==> src/rtl/ctrl_pkg.sv <==
// ctrl_pkg: opcodes, state encoding and datapath select codes for the multicycle control unit
package ctrl_pkg;
  localparam logic [5:0] OP_R    = 6'b000000;
  localparam logic [5:0] OP_ADDI = 6'b001000;
  localparam logic [5:0] OP_LW   = 6'b100011;
  localparam logic [5:0] OP_SW   = 6'b101011;
  localparam logic [5:0] OP_BEQ  = 6'b000100;
  localparam logic [5:0] OP_J    = 6'b000010;
  localparam logic [5:0] FN_ADD  = 6'b100000;
  localparam logic [5:0] FN_SUB  = 6'b100010;
  localparam logic [5:0] FN_AND  = 6'b100100;
  typedef enum logic [4:0] {
    S_RESET, S_FETCH, S_DECODE, S_R_EXEC, S_R_WB, S_ADDI_EXEC, S_ADDI_WB, S_MEM_ADDR,
    S_LW_READ, S_LW_WB, S_SW_WRITE, S_BEQ, S_JUMP, S_EXC_OVF, S_EXC_OPC, S_EXC_LOAD
  } state_t;
  localparam logic [2:0] ALU_PASSA  = 3'b000;
  localparam logic [2:0] ALU_ADD    = 3'b001;
  localparam logic [2:0] ALU_SUB    = 3'b010;
  localparam logic [2:0] ALU_AND    = 3'b011;
  localparam logic [3:0] MTR_ALUOUT = 4'b0000;
  localparam logic [3:0] MTR_MDR    = 4'b0001;
  localparam logic [2:0] PCS_ALU    = 3'b000;
  localparam logic [2:0] PCS_ALUOUT = 3'b001;
  localparam logic [2:0] PCS_JUMP   = 3'b010;
  localparam logic [2:0] PCS_VEC    = 3'b011;
  localparam logic [2:0] IOD_PC     = 3'b000;
  localparam logic [2:0] IOD_ALUOUT = 3'b001;
  localparam logic [2:0] IOD_OPC    = 3'b010;
  localparam logic [2:0] IOD_OVF    = 3'b011;
  localparam logic [2:0] WR_RT      = 3'b000;
  localparam logic [2:0] WR_RD      = 3'b001;
  localparam logic [2:0] WR_SP      = 3'b010;
  localparam logic [1:0] SRCA_PC    = 2'b00;
  localparam logic [1:0] SRCA_A     = 2'b01;
  localparam logic [1:0] SRCB_B     = 2'b00;
  localparam logic [1:0] SRCB_4     = 2'b01;
  localparam logic [1:0] SRCB_IMM   = 2'b10;
  localparam logic [1:0] SRCB_IMM2  = 2'b11;
  function automatic state_t decode_next(input logic [5:0] op, input logic [5:0] fn);
    if (op == OP_R)
      return (fn == FN_ADD || fn == FN_SUB || fn == FN_AND) ? S_R_EXEC : S_EXC_OPC;
    return op == OP_ADDI ? S_ADDI_EXEC :
           (op == OP_LW || op == OP_SW) ? S_MEM_ADDR :
           op == OP_BEQ ? S_BEQ :
           op == OP_J ? S_JUMP : S_EXC_OPC;
  endfunction
endpackage

==> src/rtl/ctrl_wait_cnt.sv <==
// ctrl_wait_cnt: per-state cycle counter flagging the first and the MEM_WAIT-th cycle of a state
module ctrl_wait_cnt #(
  parameter int unsigned MEM_WAIT = 1
) (
  input  logic clk,
  input  logic reset,
  input  logic clr,
  output logic first,
  output logic last
);
  logic [2:0] cnt;
  always_ff @(posedge clk or posedge reset)
    if (reset) cnt <= '0;
    else if (clr) cnt <= '0;
    else if (!last) cnt <= cnt + 3'd1;
  assign first = cnt == 3'd0;
  assign last  = cnt == 3'(MEM_WAIT);
endmodule

==> src/rtl/ctrl_unit_mc.sv <==
// ctrl_unit_mc: multicycle MIPS-subset control FSM with memory wait states and precise exceptions
module ctrl_unit_mc
  import ctrl_pkg::*;
#(
  parameter int unsigned MEM_WAIT    = 1,
  parameter bit          EXC_EN      = 1'b1,
  parameter logic [3:0]  SP_INIT_SEL = 4'b1000
) (
  input  logic       clk,
  input  logic       reset,
  input  logic [5:0] OPCODE,
  input  logic [5:0] FUNCT,
  input  logic       Overflow,
  input  logic       Zr,
  output logic       PC_write,
  output logic       MEM_write,
  output logic       IR_write,
  output logic       AB_w,
  output logic       Regwrite,
  output logic       ALUOutCtrl,
  output logic       EPC_write,
  output logic       MDR_write,
  output logic [2:0] Alu_control,
  output logic [3:0] MEMtoReg,
  output logic [2:0] PCsource,
  output logic [2:0] IorD,
  output logic [2:0] M_writeReg,
  output logic [1:0] AluSrcA,
  output logic [1:0] AluSrcB,
  output logic [4:0] state_o
);
  state_t state, next;
  logic first, last;
  ctrl_wait_cnt #(.MEM_WAIT(MEM_WAIT)) u_wait (
    .clk(clk), .reset(reset), .clr(next != state), .first(first), .last(last)
  );
  always_ff @(posedge clk or posedge reset)
    if (reset) state <= S_RESET;
    else state <= next;
  always_comb begin
    next = S_RESET;
    case (state)
      S_RESET:     next = S_FETCH;
      S_FETCH:     next = last ? S_DECODE : S_FETCH;
      S_DECODE:    next = decode_next(OPCODE, FUNCT);
      S_R_EXEC:    next = (EXC_EN && Overflow && FUNCT != FN_AND) ? S_EXC_OVF : S_R_WB;
      S_ADDI_EXEC: next = (EXC_EN && Overflow) ? S_EXC_OVF : S_ADDI_WB;
      S_MEM_ADDR:  next = OPCODE == OP_LW ? S_LW_READ : S_SW_WRITE;
      S_LW_READ:   next = last ? S_LW_WB : S_LW_READ;
      S_EXC_OVF:   next = last ? S_EXC_LOAD : S_EXC_OVF;
      S_EXC_OPC:   next = last ? S_EXC_LOAD : S_EXC_OPC;
      S_R_WB, S_ADDI_WB, S_LW_WB, S_SW_WRITE, S_BEQ, S_JUMP, S_EXC_LOAD: next = S_FETCH;
      default:     next = S_RESET;
    endcase
  end
  always_comb begin
    PC_write    = 1'b0;
    MEM_write   = 1'b0;
    IR_write    = 1'b0;
    AB_w        = 1'b0;
    Regwrite    = 1'b0;
    ALUOutCtrl  = 1'b0;
    EPC_write   = 1'b0;
    MDR_write   = 1'b0;
    Alu_control = ALU_PASSA;
    MEMtoReg    = MTR_ALUOUT;
    PCsource    = PCS_ALU;
    IorD        = IOD_PC;
    M_writeReg  = WR_RT;
    AluSrcA     = SRCA_PC;
    AluSrcB     = SRCB_B;
    case (state)
      S_RESET: begin
        Regwrite   = 1'b1;
        M_writeReg = WR_SP;
        MEMtoReg   = SP_INIT_SEL;
      end
      S_FETCH: begin
        AluSrcB     = SRCB_4;
        Alu_control = ALU_ADD;
        PC_write    = last;
        IR_write    = last;
      end
      S_DECODE: begin
        AB_w        = 1'b1;
        ALUOutCtrl  = 1'b1;
        AluSrcB     = SRCB_IMM2;
        Alu_control = ALU_ADD;
      end
      S_R_EXEC: begin
        AluSrcA     = SRCA_A;
        ALUOutCtrl  = 1'b1;
        Alu_control = FUNCT == FN_SUB ? ALU_SUB : FUNCT == FN_AND ? ALU_AND : ALU_ADD;
      end
      S_R_WB: begin
        Regwrite   = 1'b1;
        M_writeReg = WR_RD;
      end
      S_ADDI_EXEC, S_MEM_ADDR: begin
        AluSrcA     = SRCA_A;
        AluSrcB     = SRCB_IMM;
        Alu_control = ALU_ADD;
        ALUOutCtrl  = 1'b1;
      end
      S_ADDI_WB: Regwrite = 1'b1;
      S_LW_READ: begin
        IorD      = IOD_ALUOUT;
        MDR_write = last;
      end
      S_LW_WB: begin
        Regwrite = 1'b1;
        MEMtoReg = MTR_MDR;
      end
      S_SW_WRITE: begin
        IorD      = IOD_ALUOUT;
        MEM_write = 1'b1;
      end
      S_BEQ: begin
        AluSrcA     = SRCA_A;
        Alu_control = ALU_SUB;
        PCsource    = PCS_ALUOUT;
        PC_write    = Zr;
      end
      S_JUMP: begin
        PC_write = 1'b1;
        PCsource = PCS_JUMP;
      end
      // EPC captures PC-4 on entry; the handler vector byte lands in MDR on the last cycle
      S_EXC_OVF, S_EXC_OPC: begin
        IorD        = state == S_EXC_OVF ? IOD_OVF : IOD_OPC;
        EPC_write   = first;
        AluSrcB     = first ? SRCB_4 : SRCB_B;
        Alu_control = first ? ALU_SUB : ALU_PASSA;
        MDR_write   = last;
      end
      S_EXC_LOAD: begin
        PC_write = 1'b1;
        PCsource = PCS_VEC;
      end
      default: ;
    endcase
  end
  assign state_o = state;
endmodule

==> config.mk <==
export PLATFORM = sky130hd
export DESIGN_NAME = ctrl_unit_mc
export DESIGN_NICKNAME = d
export VERILOG_FILES = /design/src/rtl/ctrl_pkg.sv /design/src/rtl/ctrl_wait_cnt.sv /design/src/rtl/ctrl_unit_mc.sv
export SDC_FILE = /design/constraint.sdc
export NUM_CORES = 1
export LEC_CHECK = 0
export BUFFER_PORTS_ARGS = -buffer_cell sky130_fd_sc_hd__buf_2
export CELL_PAD_IN_SITES_DETAIL_PLACEMENT = 1
export CELL_PAD_IN_SITES_GLOBAL_PLACEMENT = 2
export CORE_ASPECT_RATIO = 1.25
export CORE_MARGIN = 2
export CORE_UTILIZATION = 24
export DETAILED_ROUTE_END_ITERATION = 8
export GPL_TIMING_DRIVEN = 0
export PLACE_DENSITY_LB_ADDON = 0.12
export RECOVER_POWER = 50
export SLEW_MARGIN = 40
export SYNTH_ARGS = -nofsm -noshare
export SYNTH_HDL_FRONTEND = slang
export SYNTH_SLANG_ARGS = --single-unit
==> constraint.sdc <==
create_clock -name clk -period 2.63 [get_ports clk]
set_clock_uncertainty 0.1 [all_clocks]
set_input_delay 0.263 -clock clk [delete_from_list [all_inputs] [get_ports clk]]
set_output_delay 0.263 -clock clk [all_outputs]
set_load 0.01 [all_outputs]
## Word level (Yosys, flattened, before mapping)

Cells that the tools add are included.

- $add $sub $neg: 1
- Multiply operators: 0
- Divide/modulo/power cells: 0
- Order comparisons: 0
- Eq/ne operators: 27
- Shift-type cells: 0
- Muxes and demuxes: 39
- Bitwise logic cells: 0
- Reductions and logical operators: 17

Operators with widths:

| kind | count |
|---|---|
| one-hot mux 5 bit (9 select lines) | 1 |
| equality test 5 x 4 -> 1 bit (second input constant) | 8 |
| equality test 6 bit (second input constant) | 5 |
| equality test 5 x 3 -> 1 bit (second input constant) | 4 |
| two-way mux 4 bit | 5 |
| one-hot mux 2 bit (4 select lines) | 2 |
| OR reduction 4 bit | 4 |
| two-way mux 1 bit | 14 |
| two-way mux 2 bit | 7 |
| equality test 5 x 2 -> 1 bit (second input constant) | 2 |
| two-way mux 5 bit | 2 |
| two-way mux 3 bit | 3 |
| one-hot mux 2 bit (2 select lines) | 2 |
| one-hot mux 4 bit (2 select lines) | 1 |
| OR reduction 2 bit | 4 |
| OR reduction 8 bit | 1 |
| equality test 6 x 2 -> 1 bit (second input constant) | 1 |
| equality test 6 x 3 -> 1 bit (second input constant) | 1 |
| equality test 6 x 4 -> 1 bit (second input constant) | 1 |
| zero test 6 bit | 1 |
| != test 6 bit (second input constant) | 1 |
| one-hot mux 2 bit (3 select lines) | 1 |
| equality test 5 x 1 -> 1 bit (second input constant) | 1 |
| zero test 5 bit | 1 |
| 9 further kinds | 11 |

- Bits in registers: 8
- Bits in latches: 0
- Bits in writable memories: 0
- Bits in read-only memories: 0
- Bits of input ports: 16
- Logic and storage cells: 86
- Memories kept: 0

## Longest topological paths before layout

- Word-level depth: 9
- Gate-level depth with buffers: 8
- Gate-level depth less buffers: 8

## Cells and area by module

A second synthesis with hierarchy kept.

- Cell total of the unflattened synthesis: 142
- Area total of the unflattened synthesis: 1041.0 um2

By module, submodules not included:

| module | times used | cells an instance | area an instance (um2) |
|---|---|---|---|
| ctrl_unit_mc | 1 | 122 | 830.8 |
| ctrl_wait_cnt | 1 | 20 | 210.2 |

## Least setup slack after synthesis

Ideal clock, no wire load.

- Path type: reg2out
- From: reg state[0] (netlist: state_o[0])
- To: out Alu_control[1]
- Arrival: 1588 ps
- Required time: 2267 ps
- Path slack: 679 ps
- Cell stages (with the launch flop): 6
- Path buffers: 3
- Cells stage by stage: dfrtp_1 > clkbuf_1 > clkbuf_1 > clkbuf_1 > nand2_1 > o21ai_0

- Longest elaborated chain between the ends: 3

RTL lines:

| element | line | RTL |
|---|---|---|
| from (decl) | ctrl_unit_mc.sv:32 | `state_t state, next;` |
| from (signal assigned) | ctrl_unit_mc.sv:39 | `else state <= next;` |
| equality test 5 x 2 -> 1 bit, or another cell as far along | ctrl_unit_mc.sv:72 | `case (state)` |
| OR reduction 4 bit (no line) or OR reduction 2 bit (tied branches) | n/a |  |
| one-hot mux 2 bit (4 select lines) * | ctrl_unit_mc.sv:72 |  |
| to (decl) | ctrl_unit_mc.sv:23 | `output logic [2:0] Alu_control,` |

Every way passes the cells marked *; elsewhere a longest branch is shown, timed or not.

## Final worst setup path

- From: reg state[2] (netlist: state_o[2])
- To: out Regwrite

- Longest elaborated chain between the ends: 3

RTL lines:

| element | line | RTL |
|---|---|---|
| equality test 5 x 3 -> 1 bit, or another cell as far along | ctrl_unit_mc.sv:72 |  |
| OR reduction 4 bit (no line) * | n/a |  |
| two-way mux 1 bit * | ctrl_unit_mc.sv:72 |  |
| to (decl) | ctrl_unit_mc.sv:19 | `output logic Regwrite,` |

Marks and branches as above.

==> flow_summary.ini <==
[cts]
cts_made_buffers = 3
cts_sinks = 7
post_cts_buffers = 0
clk_pin_slew_ns = 0.04
htree_levels = 1
clock_latency_ns = 0.22
cts_tree = yes
clockRootBuffer = clkbuf_8
cts_max_path_buffers = 2

[power_and_ir_drop]
finalPower_mw = 1.35
pwr-share-clk_pct = 10.9
swShare_pct = 53.3
peakVddDrop_v = 0.000389
power.share.sequential_pct = 13.1
powerDensity_nw_per_um2 = 967
p_int_mw = 0.630
power.switching_mw = 0.719
comb_power_share_pct = 76.0
p_leak_nw = 0.673

[critical_path]
cp_max_fo = 10
crit_path_start_kind = register
worstRegToRegCells = 8
r2r-end = u_wait.cnt[2]$_DFFE_PP0P_
path_buf_inv = 3
worst_path_most_repeated_cell = clkbuf_1
cp-end-kind = output pin
required_ns = 2.27
slowest_delay_ns = 0.45
path_delay_family = buffers and inverters
crit_path_start = state_o[2]$_DFF_PP0_
endpoint = Regwrite
path_depth = 5
reg2reg_from = state_o[2]$_DFF_PP0_
critPathArrivalTime_ns = 2.00
crit_path_cell_trace = clkbuf_1 -> clkbuf_1 -> nor2b_1 -> o32ai_1 -> buf_2
r2r_setup_slack_ns = 0.32
critPathKind = register to output pin
cp_slowest_cell = clkbuf_1

[timing]
fmax_mhz = 423
drv_slew = 0
hold_viol_final = 0
fin_tns_setup_ns = 0
rsz0062_at_grt = no
fin_crit_ns = 2.36
period_share_pct = 89.8
setup_violations = 0

[final_layout]
stdcell_count = 255
drive_above_1_share_pct = 29.6
mostFrequentLayoutCells = buf_2, clkbuf_1, nand2_1, nor2_1
syn2layout_area_growth_pct = 32.7
nets = 219
fillerInstances = 555
seqCellArea_um2 = 175
mostFrequentLayoutCell = buf_2
n_antenna_cell = 0
multi_input_area_um2 = 767
stdcell_area_um2 = 1400

[global_routing]
grt-ovfl-total = 0
grt_first_pass_wirelength_um = 6230
grt_max_degree = 11
first_global_vias = 1299
track_usage_pct = 15.7
antenna_found_initial = 0

[yosys]
syn_area_um2 = 1050
syn_avg_cell_area_um2 = 7.15
synthCells = 147
ys_ff_latch = 7
yosys_warnings = 0
seq_area_frac_synth_pct = 16.7
yosysUniqueCellTypes = 46
synth_edf_count = 0
ys_async_sr_fraction_pct = 100
yosys_most_used_dff = dfrtp_1

[drt]
vias_per_cell = 4.85
drt-wirelength-per-cell_um = 15.1
drtAntennaViolNets = 0
wl_um = 3840
vias = 1238
first_pass_iters = 4
drc = 0
drt_iter0_drc = 36

[floorplan]
core_area_um2 = 4160
dieArea_um2 = 4930
initial_core_util_pct = 25.2
die_h_um = 78.0
die_w_um = 63.2
fp-row-count = 26
io_pins = 49

[place]
port_buffers = 40
placedInstanceArea_um2 = 1350
place_inst = 250
place_hpwl_um = 3180
gp_congestion = 0.891

[flow_run]
max-cap-violations = 0

[min_path]
hold_path_class = input pin to register
hold_path_depth = 5

[run_status]
status = completed
[layout make-up]
cell class,count,share of cell area (%)
Multi-Input combinational cell,121,55.0
Tap cell,56,5.02
Buffer,20,8.25
Timing Repair Buffer,41,14.3
Sequential cell,7,12.6
Inverter,6,1.61
Clock buffer,4,3.23
[worst min-delay path, stage by stage]
cell	delay, ns
buf_2	0.11
nor4_1	0.05
nand2_1	0.06
a21oi_1	0.06
o221ai_1	0.13
[what timing repair did]
| item | 4_1_cts | 5_1_grt |
|---|---|---|
| hold buffers | 1 | 0 |
| resized for setup | 1 | 4 |
| setup endpoints to repair | 2 | 4 |
| hold endpoints to repair | 7 | 0 |
[cells by family (layout without fill, tap and decap cells)]
kind of cell	Yosys count	after routing	share of synthesized area [%]
other	1	8	0.357
flip-flops	7	7	16.7
multiplexers	2	2	1.90
XOR/XNOR	4	4	3.33
buffers and inverters	26	71	12.9
AO/OA/AOI/OAI	38	38	26.6
AND/OR/NAND/NOR	66	66	34.8
adder cells (fa/ha/maj)	3	3	3.57
[sequential cells by signal (all words and copies together), names as in the netlist]
register    count
state_o         4
u_wait.cnt      3
[power by group through the flow]
stage               sequential (mW)  clock, mW  combinational (mW)
finish                        0.177      0.147                1.02
global route                  0.185      0.162                1.14
CTS                           0.177      0.152                1.05
detailed placement            0.178          0                1.04
global placement              0.177          0                1.01
floorplan                     0.182          0               0.687
[Yosys cell counts, drive strengths merged, types with 2 or more instances]
cell type	count	area (um2)
nand3b	2	15.0
nor4	5	31.3
nand3	6	30.0
o21ai	8	40.0
dfrtp	7	175
mux2i	2	20.0
nor2b	9	56.3
a2111oi	2	30.0
nor2	11	41.3
buf	13	86.3
or2	3	18.8
nand2	14	52.6
a21oi	9	48.8
o31ai	4	30.0
clkbuf	7	26.3
ha	3	37.5
nor3	4	25.0
nand2b	5	31.3
xor2	3	26.3
inv	6	22.5
and3	2	12.5
a22o	3	26.3
and2	2	12.5
[per-layer routing]
layer	vias up	global-route usage, %	share of wire, %
met5	-	0	0
met4	0	2.83	0.55
met3	2	3.33	4.9
met2	27	30.4	54
met1	595	17.5	40
li1	614	-	-
[worst min path at each step]
stage,to,from
5_1_grt,u_wait.cnt[2]$_DFFE_PP0P_,reset
4_1_cts,u_wait.cnt[2]$_DFFE_PP0P_,reset
3_5_place_dp,state_o[1]$_DFF_PP0_,reset
6_report,state_o[1]$_DFF_PP0_,OPCODE[0]
3_3_place_gp,state_o[3]$_DFF_PP0_,reset
2_1_floorplan,state_o[0]$_DFF_PP0_,reset
[per-stage QoR]
step	worst slack [ns]	utilization [%]	hold slack (ns)
after floorplan	0.679	-	-0.0336
after global placement	0.218	32.4	0.102
after detailed placement	0.227	32.4	0.108
after CTS	0.110	33.7	0.428
after global routing	0.0332	33.5	0.457
final	0.269	33.5	0.420
Note: power is estimated with default switching activity, not from simulation.
